==> config.mk <==
export PLATFORM = sky130hd
export DESIGN_NAME = pixel_unpacker_flat
export DESIGN_NICKNAME = d
export VERILOG_FILES = /design/src/rtl/pixel_unpacker_if.sv /design/src/rtl/pixel_unpacker.sv /design/src/flat_wrapper.sv
export SDC_FILE = /design/constraint.sdc
export NUM_CORES = 1
export LEC_CHECK = 0
export BUFFER_PORTS_ARGS = -buffer_cell sky130_fd_sc_hd__buf_4
export CORE_MARGIN = 5
export CORE_UTILIZATION = 40
export CTS_CLUSTER_SIZE = 24
export DETAILED_ROUTE_END_ITERATION = 12
export MAX_ROUTING_LAYER = met4
export SYNTH_ARGS = -nofsm -noshare
export SYNTH_HDL_FRONTEND = slang
export SYNTH_SLANG_ARGS = --single-unit
==> constraint.sdc <==
create_clock -name aclk -period 9 [get_ports aclk]
set_clock_uncertainty 0.2 [all_clocks]
set_input_delay 0.9 -clock aclk [delete_from_list [all_inputs] [get_ports aclk]]
set_output_delay 0.9 -clock aclk [all_outputs]
set_load 0.03 [all_outputs]
==> src/rtl/pixel_unpacker_if.sv <==
// Packed 32-bit video stream as produced by the pixel packer.
// The master drives the payload, the slave returns tready.
interface pixel_unpacker_if;
    logic [31:0] tdata;
    logic [3:0]  tkeep;
    logic        tlast;
    logic        tuser;
    logic        tvalid;
    logic        tready;

    modport master (output tdata, tkeep, tlast, tuser, tvalid, input tready);
    modport slave  (input tdata, tkeep, tlast, tuser, tvalid, output tready);
endinterface

==> src/rtl/pixel_unpacker.sv <==
// Rebuilds one 24-bit RGB pixel per handshake from the packed 3-words-per-4-pixels stream,
// restoring sof/eol markers and flagging misplaced tuser/tlast.
module pixel_unpacker #(
    parameter int X_SIZE = 640
) (
    input  logic              aclk,
    input  logic              aresetn,
    pixel_unpacker_if.slave   in_stream,
    output logic [7:0]        r,
    output logic [7:0]        g,
    output logic [7:0]        b,
    output logic              sof,
    output logic              eol,
    output logic              valid,
    input  logic              ready,
    output logic              err_sof,
    output logic              err_line,
    input  logic              err_clear
);
    localparam int W_LINE = 3 * X_SIZE / 4;
    localparam int PW     = $clog2(X_SIZE);
    localparam int WW     = $clog2(W_LINE);

    // State number equals the count of residual bytes held over from the last word.
    typedef enum logic [1:0] {S0, S1, S2, S3} state_t;

    state_t        r_state;
    logic [23:0]   r_res;
    logic [PW-1:0] r_pcnt;
    logic [WW-1:0] r_wcnt;

    logic          w_load, w_tready, w_beat, w_resync, w_early, w_wlast, w_pc_last, w_hold_last;
    state_t        w_eff, w_st_nxt;
    logic [PW-1:0] w_pc, w_pc_nxt;
    logic [WW-1:0] w_wc, w_wc_nxt;
    logic [23:0]   w_pix, w_res_nxt;
    logic          w_unused_tkeep;

    assign w_unused_tkeep  = ^in_stream.tkeep;
    assign w_load          = !valid || ready;
    assign w_tready        = aresetn && w_load && (r_state != S3);
    assign in_stream.tready = w_tready;
    assign w_beat          = in_stream.tvalid && w_tready;

    always_comb begin
        // A tuser beat mid-group restarts the group: drop residual, restart counters.
        w_resync    = in_stream.tuser && (r_state == S1 || r_state == S2);
        w_eff       = w_resync ? S0 : r_state;
        w_pc        = w_resync ? '0 : r_pcnt;
        w_wc        = w_resync ? '0 : r_wcnt;
        w_wlast     = (w_wc == WW'(W_LINE - 1));
        w_early     = in_stream.tlast && !w_wlast;
        w_pc_last   = (w_pc == PW'(X_SIZE - 1));
        w_pc_nxt    = (w_early || w_pc_last) ? '0 : w_pc + PW'(1);
        w_wc_nxt    = (w_early || w_wlast) ? '0 : w_wc + WW'(1);
        w_hold_last = (r_pcnt == PW'(X_SIZE - 1));
        w_pix       = r_res;
        w_res_nxt   = r_res;
        w_st_nxt    = S3;
        case (w_eff)
            S0: begin
                w_pix     = in_stream.tdata[23:0];
                w_res_nxt = {16'h0, in_stream.tdata[31:24]};
                w_st_nxt  = S1;
            end
            S1: begin
                w_pix     = {in_stream.tdata[15:0], r_res[7:0]};
                w_res_nxt = {8'h0, in_stream.tdata[31:16]};
                w_st_nxt  = S2;
            end
            S2: begin
                w_pix     = {in_stream.tdata[7:0], r_res[15:0]};
                w_res_nxt = in_stream.tdata[31:8];
                w_st_nxt  = S3;
            end
            default: ;
        endcase
        if (w_early) w_st_nxt = S0;
    end

    always_ff @(posedge aclk or negedge aresetn) begin
        if (!aresetn) begin
            r_state  <= S0;
            r_res    <= '0;
            r_pcnt   <= '0;
            r_wcnt   <= '0;
            valid    <= 1'b0;
            sof      <= 1'b0;
            eol      <= 1'b0;
            r        <= '0;
            g        <= '0;
            b        <= '0;
            err_sof  <= 1'b0;
            err_line <= 1'b0;
        end else begin
            // Clear first so that a same-cycle error below takes priority.
            if (err_clear) begin
                err_sof  <= 1'b0;
                err_line <= 1'b0;
            end
            if (w_beat) begin
                if (w_resync) err_sof <= 1'b1;
                if (in_stream.tlast != w_wlast) err_line <= 1'b1;
                valid       <= 1'b1;
                {r, g, b}   <= w_pix;
                sof         <= in_stream.tuser;
                eol         <= !w_early && w_pc_last;
                r_pcnt      <= w_pc_nxt;
                r_wcnt      <= w_wc_nxt;
                r_res       <= w_res_nxt;
                r_state     <= w_st_nxt;
            end else if (r_state == S3 && w_load) begin
                valid       <= 1'b1;
                {r, g, b}   <= r_res;
                sof         <= 1'b0;
                eol         <= w_hold_last;
                r_pcnt      <= w_hold_last ? '0 : r_pcnt + PW'(1);
                r_state     <= S0;
            end else if (w_load) begin
                valid       <= 1'b0;
            end
        end
    end
endmodule

==> src/flat_wrapper.sv <==
// flat-port wrapper written by rule: the top's interface ports become plain ports
module pixel_unpacker_flat 
#(
    parameter int X_SIZE = 640
)
  (aclk, aresetn, r, g, b, sof, eol, valid, ready, err_sof, err_line, err_clear, in_stream_tdata, in_stream_tkeep, in_stream_tlast, in_stream_tuser, in_stream_tvalid, in_stream_tready);
  pixel_unpacker_if in_stream_i ();
  input  logic aclk;
  input  logic aresetn;
  output logic [7:0] r;
  output logic [7:0] g;
  output logic [7:0] b;
  output logic sof;
  output logic eol;
  output logic valid;
  input  logic ready;
  output logic err_sof;
  output logic err_line;
  input  logic err_clear;
  input wire logic [$bits(in_stream_i.tdata)-1:0] in_stream_tdata;
  input wire logic [$bits(in_stream_i.tkeep)-1:0] in_stream_tkeep;
  input wire logic [$bits(in_stream_i.tlast)-1:0] in_stream_tlast;
  input wire logic [$bits(in_stream_i.tuser)-1:0] in_stream_tuser;
  input wire logic [$bits(in_stream_i.tvalid)-1:0] in_stream_tvalid;
  output wire logic [$bits(in_stream_i.tready)-1:0] in_stream_tready;
  assign in_stream_i.tdata = in_stream_tdata;
  assign in_stream_i.tkeep = in_stream_tkeep;
  assign in_stream_i.tlast = in_stream_tlast;
  assign in_stream_i.tuser = in_stream_tuser;
  assign in_stream_i.tvalid = in_stream_tvalid;
  assign in_stream_tready = in_stream_i.tready;
  pixel_unpacker #(.X_SIZE(X_SIZE)) u_core (.aclk(aclk), .aresetn(aresetn), .in_stream(in_stream_i), .r(r), .g(g), .b(b), .sof(sof), .eol(eol), .valid(valid), .ready(ready), .err_sof(err_sof), .err_line(err_line), .err_clear(err_clear));
endmodule
# Word-level counts from Yosys, hierarchy flattened
# Index checks and enable logic that the tools add are counted.
dict set report word_totals {
  inputBits 43
  wordCells 77
  register_bits 74
  out_inout_bits 30
}
dict set report op_classes {
  eq_ne 10
  n_reduce_logical 19
  muxes 33
  n_addsub 3
}
# cell count
set op_table {}
lappend op_table {{one-hot mux 24 bit (3 select lines)} 2}
lappend op_table {{2-to-1 mux 10 bit} 5}
lappend op_table {{2-to-1 mux 8 bit} 6}
lappend op_table {{adder 10 x 1 -> 10 bit (second input constant)} 2}
lappend op_table {{== test 10 bit (second input constant)} 2}
lappend op_table {{2-to-1 mux 9 bit} 2}
lappend op_table {{2-to-1 mux 1 bit} 13}
lappend op_table {{adder 9 x 1 -> 9 bit (second input constant)} 1}
lappend op_table {{== test 9 bit (second input constant)} 1}
lappend op_table {{2-to-1 mux 2 bit} 4}
lappend op_table {{logical AND 1 bit} 7}
lappend op_table {{== test 2 bit (second input constant)} 3}
lappend op_table {{nonzero test 3 bit} 2}
lappend op_table {{== test 2 x 1 -> 1 bit (second input constant)} 2}
lappend op_table {{logical OR 1 bit} 4}
lappend op_table {{one-hot mux 2 bit (2 select lines)} 1}
lappend op_table {{zero test 1 bit} 3}
lappend op_table {{zero test 2 bit} 1}
lappend op_table {{inequality test 2 bit (second input constant)} 1}
lappend op_table {{AND reduction 2 bit} 1}
lappend op_table {{nonzero test 2 bit} 1}
lappend op_table {{inequality test 1 bit} 1}

# Longest topological paths before layout
# Gate-level depths: netlist of run 1.
dict set report logic_depth {
  ltp_word 10
  ltp_mapped 12
  depth_no_buf 11
}

# Worst setup path before layout of run 1
# OpenSTA, ideal clock, no wires.
dict set report synth_timing {
  path_type {input -> register}
  from {input in_stream_tuser}
  to {register u_core.r_wcnt[7]}
  path_slack_ps 5887
  arrival_ps 2844
  t_required_ps 8731
  n_path_buf 0
  setup_time_ps 69
  stages 10
  path_cell_list {nand2_1 -> and2_1 -> ha_1 -> and3_1 -> nand3_1 -> ha_1 -> a21boi_1 -> nand4_1 -> or4_1 -> nand3_1}
}
dict set report synth_between {
  elab_chain_cells 7
  word_cells_on_any_way 8
  cone_classes {1 x add/sub; 1 x eq/ne; 2 x mux; 4 x reduce/logical}
}
# item line_no
set synth_rtl {}
lappend synth_rtl {{start: declaration} flat_wrapper.sv:23} ;# input wire logic [$bits(in_stream_i.tuser)-1:0] in_stream_tuser;
lappend synth_rtl {{logical AND 1 bit *} pixel_unpacker.sv:47} ;# w_resync = in_stream.tuser && (r_state == S1 || r_state == S2);
lappend synth_rtl {{2-to-1 mux 9 bit *} pixel_unpacker.sv:50} ;# w_wc = w_resync ? '0 : r_wcnt;
lappend synth_rtl {{branches (longest 4 deep; another with adder 9 x 1 -> 9 bit)} --}
lappend synth_rtl {{2-to-1 mux 9 bit *} pixel_unpacker.sv:55} ;# w_wc_nxt = (w_early || w_wlast) ? '0 : w_wc + WW'(1);
lappend synth_rtl {{end signal: assignment} pixel_unpacker.sv:109} ;# r_wcnt <= w_wc_nxt;
lappend synth_rtl {{end: declaration} pixel_unpacker.sv:30} ;# logic [WW-1:0] r_wcnt;
# Every way passes the cells marked *.
# A chain may end at the register's enable or synchronous reset.

# Worst setup path after layout of run 1
dict set report layout_timing {
  from {register u_core.r_state[0]}
  to {register u_core.r_wcnt[7]}
}
dict set report layout_between {
  elab_chain_cells 9
  word_cells_on_any_way 14
  cone_classes {1 x add/sub; 4 x eq/ne; 2 x mux; 7 x reduce/logical}
}
# item line_no
set layout_rtl {}
lappend layout_rtl {{start: declaration} pixel_unpacker.sv:27} ;# state_t r_state;
lappend layout_rtl {{start signal: assignment} pixel_unpacker.sv:111} ;# r_state <= w_st_nxt;
lappend layout_rtl {{branches (longest 9 deep; another with adder 9 x 1 -> 9 bit)} --}
# Parallel ways; which one is timed is not known.

==> results of run 1 <==
==> final cells by class <==
class	count	area [um^2]	share of cell area
Multi-Input combinational cell	330	2110	0.426
Sequential cell	74	1850	0.374
Timing Repair Buffer	75	563	0.114
Tap cell	136	170	0.0343
Clock buffer	11	141	0.0285
Clock inverter	5	86.3	0.0174
Inverter	8	30.0	0.00606
==> worst register-to-register path, delay by kind of cell (launching register included) <==
kind                     cells  cell delay [ns]
AND/OR/NAND/NOR              7             1.53
AO/OA/AOI/OAI                1             0.42
adder cells (fa/ha/maj)      3             0.92
flip-flops                   1             0.41
==> state kept, by name, indices dropped and copies added, names as in the netlist <==
name and count:
u_core.b 8, u_core.sof 1, u_core.r_res 24, u_core.err_sof 1
u_core.g 8, u_core.err_line 1, u_core.eol 1, u_core.r_state 2
u_core.r_pcnt 10, u_core.r 8, u_core.valid 1, u_core.r_wcnt 9
==> logic make-up after synthesis <==
group | after synthesis | share of synthesized area
flip-flops | 74 | 0.447
adder cells (fa/ha/maj) | 11 | 0.0332
AND/OR/NAND/NOR | 183 | 0.222
multiplexers | 10 | 0.0244
XOR/XNOR | 3 | 0.00634
AO/OA/AOI/OAI | 123 | 0.223
buffers and inverters | 39 | 0.0450
==> worst paths after layout <==
path / cells after the start / slack (ns) / to / startpoint
max: 11 / 5.47 / u_core.r_wcnt[7] / u_core.r_state[0]
min: 2 / 0.27 / u_core.r_res[21] / u_core.r_res[21]
max reg2reg: 11 / 5.47 / u_core.r_wcnt[7] / u_core.r_state[0]
min reg2reg: 2 / 0.27 / u_core.r_res[21] / u_core.r_res[21]
max in group asynchronous: 2 / 7.35 / u_core.r_res[3] / aresetn
min in group asynchronous: 2 / 0.62 / u_core.r_wcnt[3] / aresetn
==> report_power, final <==
| part | switching (W) | leakage, nW | internal (W) |
|---|---|---|---|
| Sequential | 0.0000793 | 0.971 | 0.000440 |
| Combinational | 0.000416 | 1.22 | 0.000253 |
| Clock | 0.000132 | 0.114 | 0.000166 |
| Total | 0.000627 | 2.31 | 0.000859 |
==> cell usage after synthesis, drive strengths merged (12+ instances only) <==
master,count,area share
clkbuf,13,0.012
nand3,31,0.037
a22oi,17,0.031
a21oi,12,0.015
nor2,12,0.011
dfrtp,74,0.45
buf,18,0.026
nand2,82,0.074
o21ai,17,0.021
==> through the flow <==
step | worst slack (ns) | cell area [um^2] | hold WS [ns] | instances | power (W)
after detailed placement | 5.31 | 4730 | 0.256 | 623 | 0.00119
final | 5.47 | 4950 | 0.272 | 639 | 0.00149
after floorplan | 5.89 | 4150 | 0.239 | 443 | 0.000973
after global routing | 5.23 | 4950 | 0.307 | 639 | 0.00158
after CTS | 5.48 | 4950 | 0.274 | 639 | 0.00149
after global placement | 5.34 | 4730 | 0.252 | 623 | 0.00118
==> metal layers <==
layer	vias to the layer above	wire length (um)
met4	0	217
li1	1782	-
met1	1819	5130
met2	127	5670
met3	18	634
met5	-	0
==> summary.txt, run 1 <==
CTS max path bufs = 2
CTS Hold Bufs = 0
Filler cells = 968
Layout cell share with drive strength beyond 1 = 0.211
Die area = 0.0125 mm^2
Max-cap violation count = 0
Most common cell after layout, fill and taps aside = nand2_1
Fin crit period = 3.53 ns
Worst path arrival time = 3.62 ns
Critical Path RT = 9.09 ns
GR Layer Usage met2 = 0.303
Post-synthesis cell type count = 58
Ys Warns = 0
CP max stage cell = ha_1
Final setup fails = 0
CTS H-tree depth = 3
Wire per inst = 18.2 um
Slowest Stage Delay on Critical Path = 0.42 ns
Measured slew at the worst slew-check pin = 0.953 ns
Core area = 0.0102 mm^2
EDFF count, synth = 0
DR iter-0 viols = 304
GRT overflow = 0
Post-cts resize count = 0
Final wirelength = 11700 um
Fin. max-slew vios = 0
Syn_area_per_cell = 9.36 um^2
Die H = 112 um
First-pass GRT wire length = 19100 um
Fin crit share = 0.392
Busiest grt layer = met2
DP HPWL = 7930 um
Critical Path Fanout Max = 9
RePlAce Congestion = 0.893
Post-synth design cell area = 0.00415 mm^2
TritonCTS clock tree = done
Vias = 3746
GRT Overall Usage = 0.195
Largest net degree at the start of global routing = 75
Cell Pwr Density = 300 mW/mm^2
Clock transition at path regs = 0.08 ns
First-pass iteration count of the detailed router = 6
Setup TNS Final = 0 ns
Vias in the first global route = 3713
Post-synthesis register bit count = 74
CTS Buf Count = 9
HP Class = reg -> reg
Peak VDD IR = 121 uV
# diodes = 0
Async SR Flop Fraction = 1.00
Ys flop type = dfrtp_1
Clock root cell = clkbuf_8
CP top delay family = simple AND/OR/NAND/NOR gates
Buf/Inv on CP = 0
Routing usage on met3 = 0.0364
Fin nets = 552
Critical Path, Cell by Cell = ha_1 > nand2_1 > and2_1 > ha_1 > and3_1 > nand3_1 > ha_1 > a21boi_1 > nand4_1 > or4_1 > nand3_1
Fmax = 283 MHz
Post-route ant nets = 0
CP endpoint kind = flip-flop
Run status = complete, no violations
Most frequent CP cell = ha_1
Worst setup SP type = flip-flop
Max-Slew Margin vs Limit = 0.364
Final Hold Fails = 0
Sequential area share after synthesis = 0.447
DRC Markers = 0
FP Rows = 37
M1 GR Usage = 0.252
Area Overhead vs Synth = 19.5%
Finished Core Util = 0.484
Vias per cell = 5.86
Critical path type = reg -> reg
Commonest cells after routing, fill and taps aside = 82 x nand2_1, 75 x buf_4, 74 x dfrtp_1
Synthesized netlist net count = 497
Die Wd = 112 um
Port buffer count = 68
Initial antenna violation count = 0
RSZ-0062 raised after global routing = false
Cells after synthesis = 443
Clock Latency Late Sink = 0.35 ns
Num ports = 73
Initial Util = 0.405
CTS Sinks = 74
Leakage = 2.31 nW
Post-CTS Setup Bufs = 0
(Power assumes the default switching activity.)
==> run 2: changes to the inputs <==
clock period = 2.9 ns   (was 9 ns; I/O delays follow)
==> run 2 against run 1 <==
Worst hold slack lost 0.26 ns. First-iteration DRC count up 2.0%. Sequential cell count stayed put. Die area did not move. Design area up 5.6%. Count of clock-buffer cells in the layout shrank 1. Critical path depth fell by 1. Critical path type unchanged.
==> summary.txt, run 2 (same netlist as run 1, synthesis figures left out) <==
Num ports = 73
HP Class = in -> reg
Largest register FFs = 24
CTS Sinks = 74
Fmax = 362 MHz
Core area = 0.0102 mm^2
DR iter-0 viols = 310
Final Hold Fails = 0
Reg2reg path depth = 10
Max-cap violation count = 0
Measured slew at the worst slew-check pin = 0.754 ns
Worst setup SP type = flip-flop
Fin. max-slew vios = 0
RSZ-0062 raised after global routing = false
RePlAce Congestion = 0.889
GRT Overall Usage = 0.198
CTS H-tree depth = 3
Wire per inst = 17.7 um
Vias per cell = 5.84
Port buffer count = 68
FP Rows = 37
DRC Markers = 0
Fin crit period = 2.76 ns
Leakage = 2.43 nW
Hold path depth = 3
Critical path type = reg -> reg
CTS max path bufs = 2
Largest regs = u_core.r_res: 24 flops, u_core.r_pcnt: 10 flops, u_core.r_wcnt: 9 flops
Worst path arrival time = 2.80 ns
Die area = 0.0125 mm^2
CTS Buf Count = 9
DP HPWL = 8300 um
Power Total = 0.00470 W
Critical Path RT = 2.94 ns
Cell Area, Placed = 0.00490 mm^2
Vias = 3892
Post-route ant nets = 0
Commonest cells after routing, fill and taps aside = 93 x buf_4, 81 x nand2_1, 74 x dfrtp_1
Cell Pwr Density = 897 mW/mm^2
Final wirelength = 11800 um
Initial antenna violation count = 0
Vias in the first global route = 3842
Final setup fails = 0
Critical Path Fanout Max = 6
Run status = complete, no violations
Die Wd = 112 um
Fin nets = 579
Setup TNS Final = 0 ns
Hold_ws = 0.00778 ns
Area Overhead vs Synth = 26.2%
Largest net degree at the start of global routing = 48
Fin crit share = 0.953
Layout cell share with drive strength beyond 1 = 0.258
Clock root cell = clkbuf_8
GRT overflow = 0
Clock transition at path regs = 0.08 ns
Fin area = 0.00523 mm^2
First-pass GRT wire length = 19700 um
Clock Latency Late Sink = 0.35 ns
Largest reg by FF count = u_core.r_res
# diodes = 0
TritonCTS clock tree = done
Peak VDD IR = 410 uV
Max-Slew Margin vs Limit = 0.498
Die H = 112 um
CP endpoint kind = flip-flop
Most common cell after layout, fill and taps aside = buf_4
Initial Util = 0.405
First-pass iteration count of the detailed router = 5
[run 2: worst paths after layout]
check | startpoint | endpoint | slack, ns
worst max-delay path | u_core.r_state[0] | u_core.r_wcnt[8] | 0.14
worst min-delay path | in_stream_tdata[29] | u_core.r_res[21] | 0.008
worst max register to register | u_core.r_state[0] | u_core.r_wcnt[8] | 0.14
worst min register to register | u_core.r_res[17] | u_core.r_res[17] | 0.27
max in group asynchronous | aresetn | u_core.b[5] | 1.74
min in group asynchronous | aresetn | u_core.sof | 0.39
[run 2: what timing repair did]
action	in CTS	in global routing
setup buffers	0	2
endpoints found under the hold margin	80	1
pin swaps	0	1
gates resized for setup	2	9
hold buffers	6	1
gates cloned	0	0
endpoints found under the setup margin	1	23
[run 2: final cells by class]
| class | instances | area [um^2] |
|---|---|---|
| Sequential cell | 74 | 1850 |
| Multi-Input combinational cell | 330 | 2170 |
| Clock buffer | 10 | 138 |
| Tap cell | 136 | 170 |
| Fill cell | 971 | 5000 |
| Inverter | 8 | 30.0 |
| Timing Repair Buffer | 102 | 808 |
| Clock inverter | 6 | 66.3 |
[run 2: metal layers]
metal / global-route usage / share of wire / vias to the layer above
li1: - / - / 1834
met1: 0.254 / 0.43 / 1893
met2: 0.312 / 0.49 / 142
met3: 0.0391 / 0.055 / 23
met4: 0.0697 / 0.022 / 0
met5: - / 0 / -
[run 2: worst max-delay path, cell delays in order, from the launching register on]
cell	delay (ns)
dfrtp_1	0.42
ha_4	0.28
nand2_2	0.08
and2_1	0.18
ha_2	0.19
and3_1	0.20
nand3_1	0.11
ha_2	0.19
a21bo_2	0.25
or3_1	0.31
o311ai_1	0.24
[run 2: power breakdown]
part	internal, W	switching, W
clock	0.000421	0.000408
sequential	0.00136	0.000246
combinational	0.000921	0.00134
[run 2: stage by stage]
stage | std cells | utilization | worst slack, ns
floorplan | 443 | - | 0.0535
global placement | 641 | 0.479 | 0.108
detailed placement | 641 | 0.479 | 0.0353
CTS | 663 | 0.506 | 0.0158
global route | 666 | 0.511 | 0.00118
finish | 666 | 0.511 | 0.138
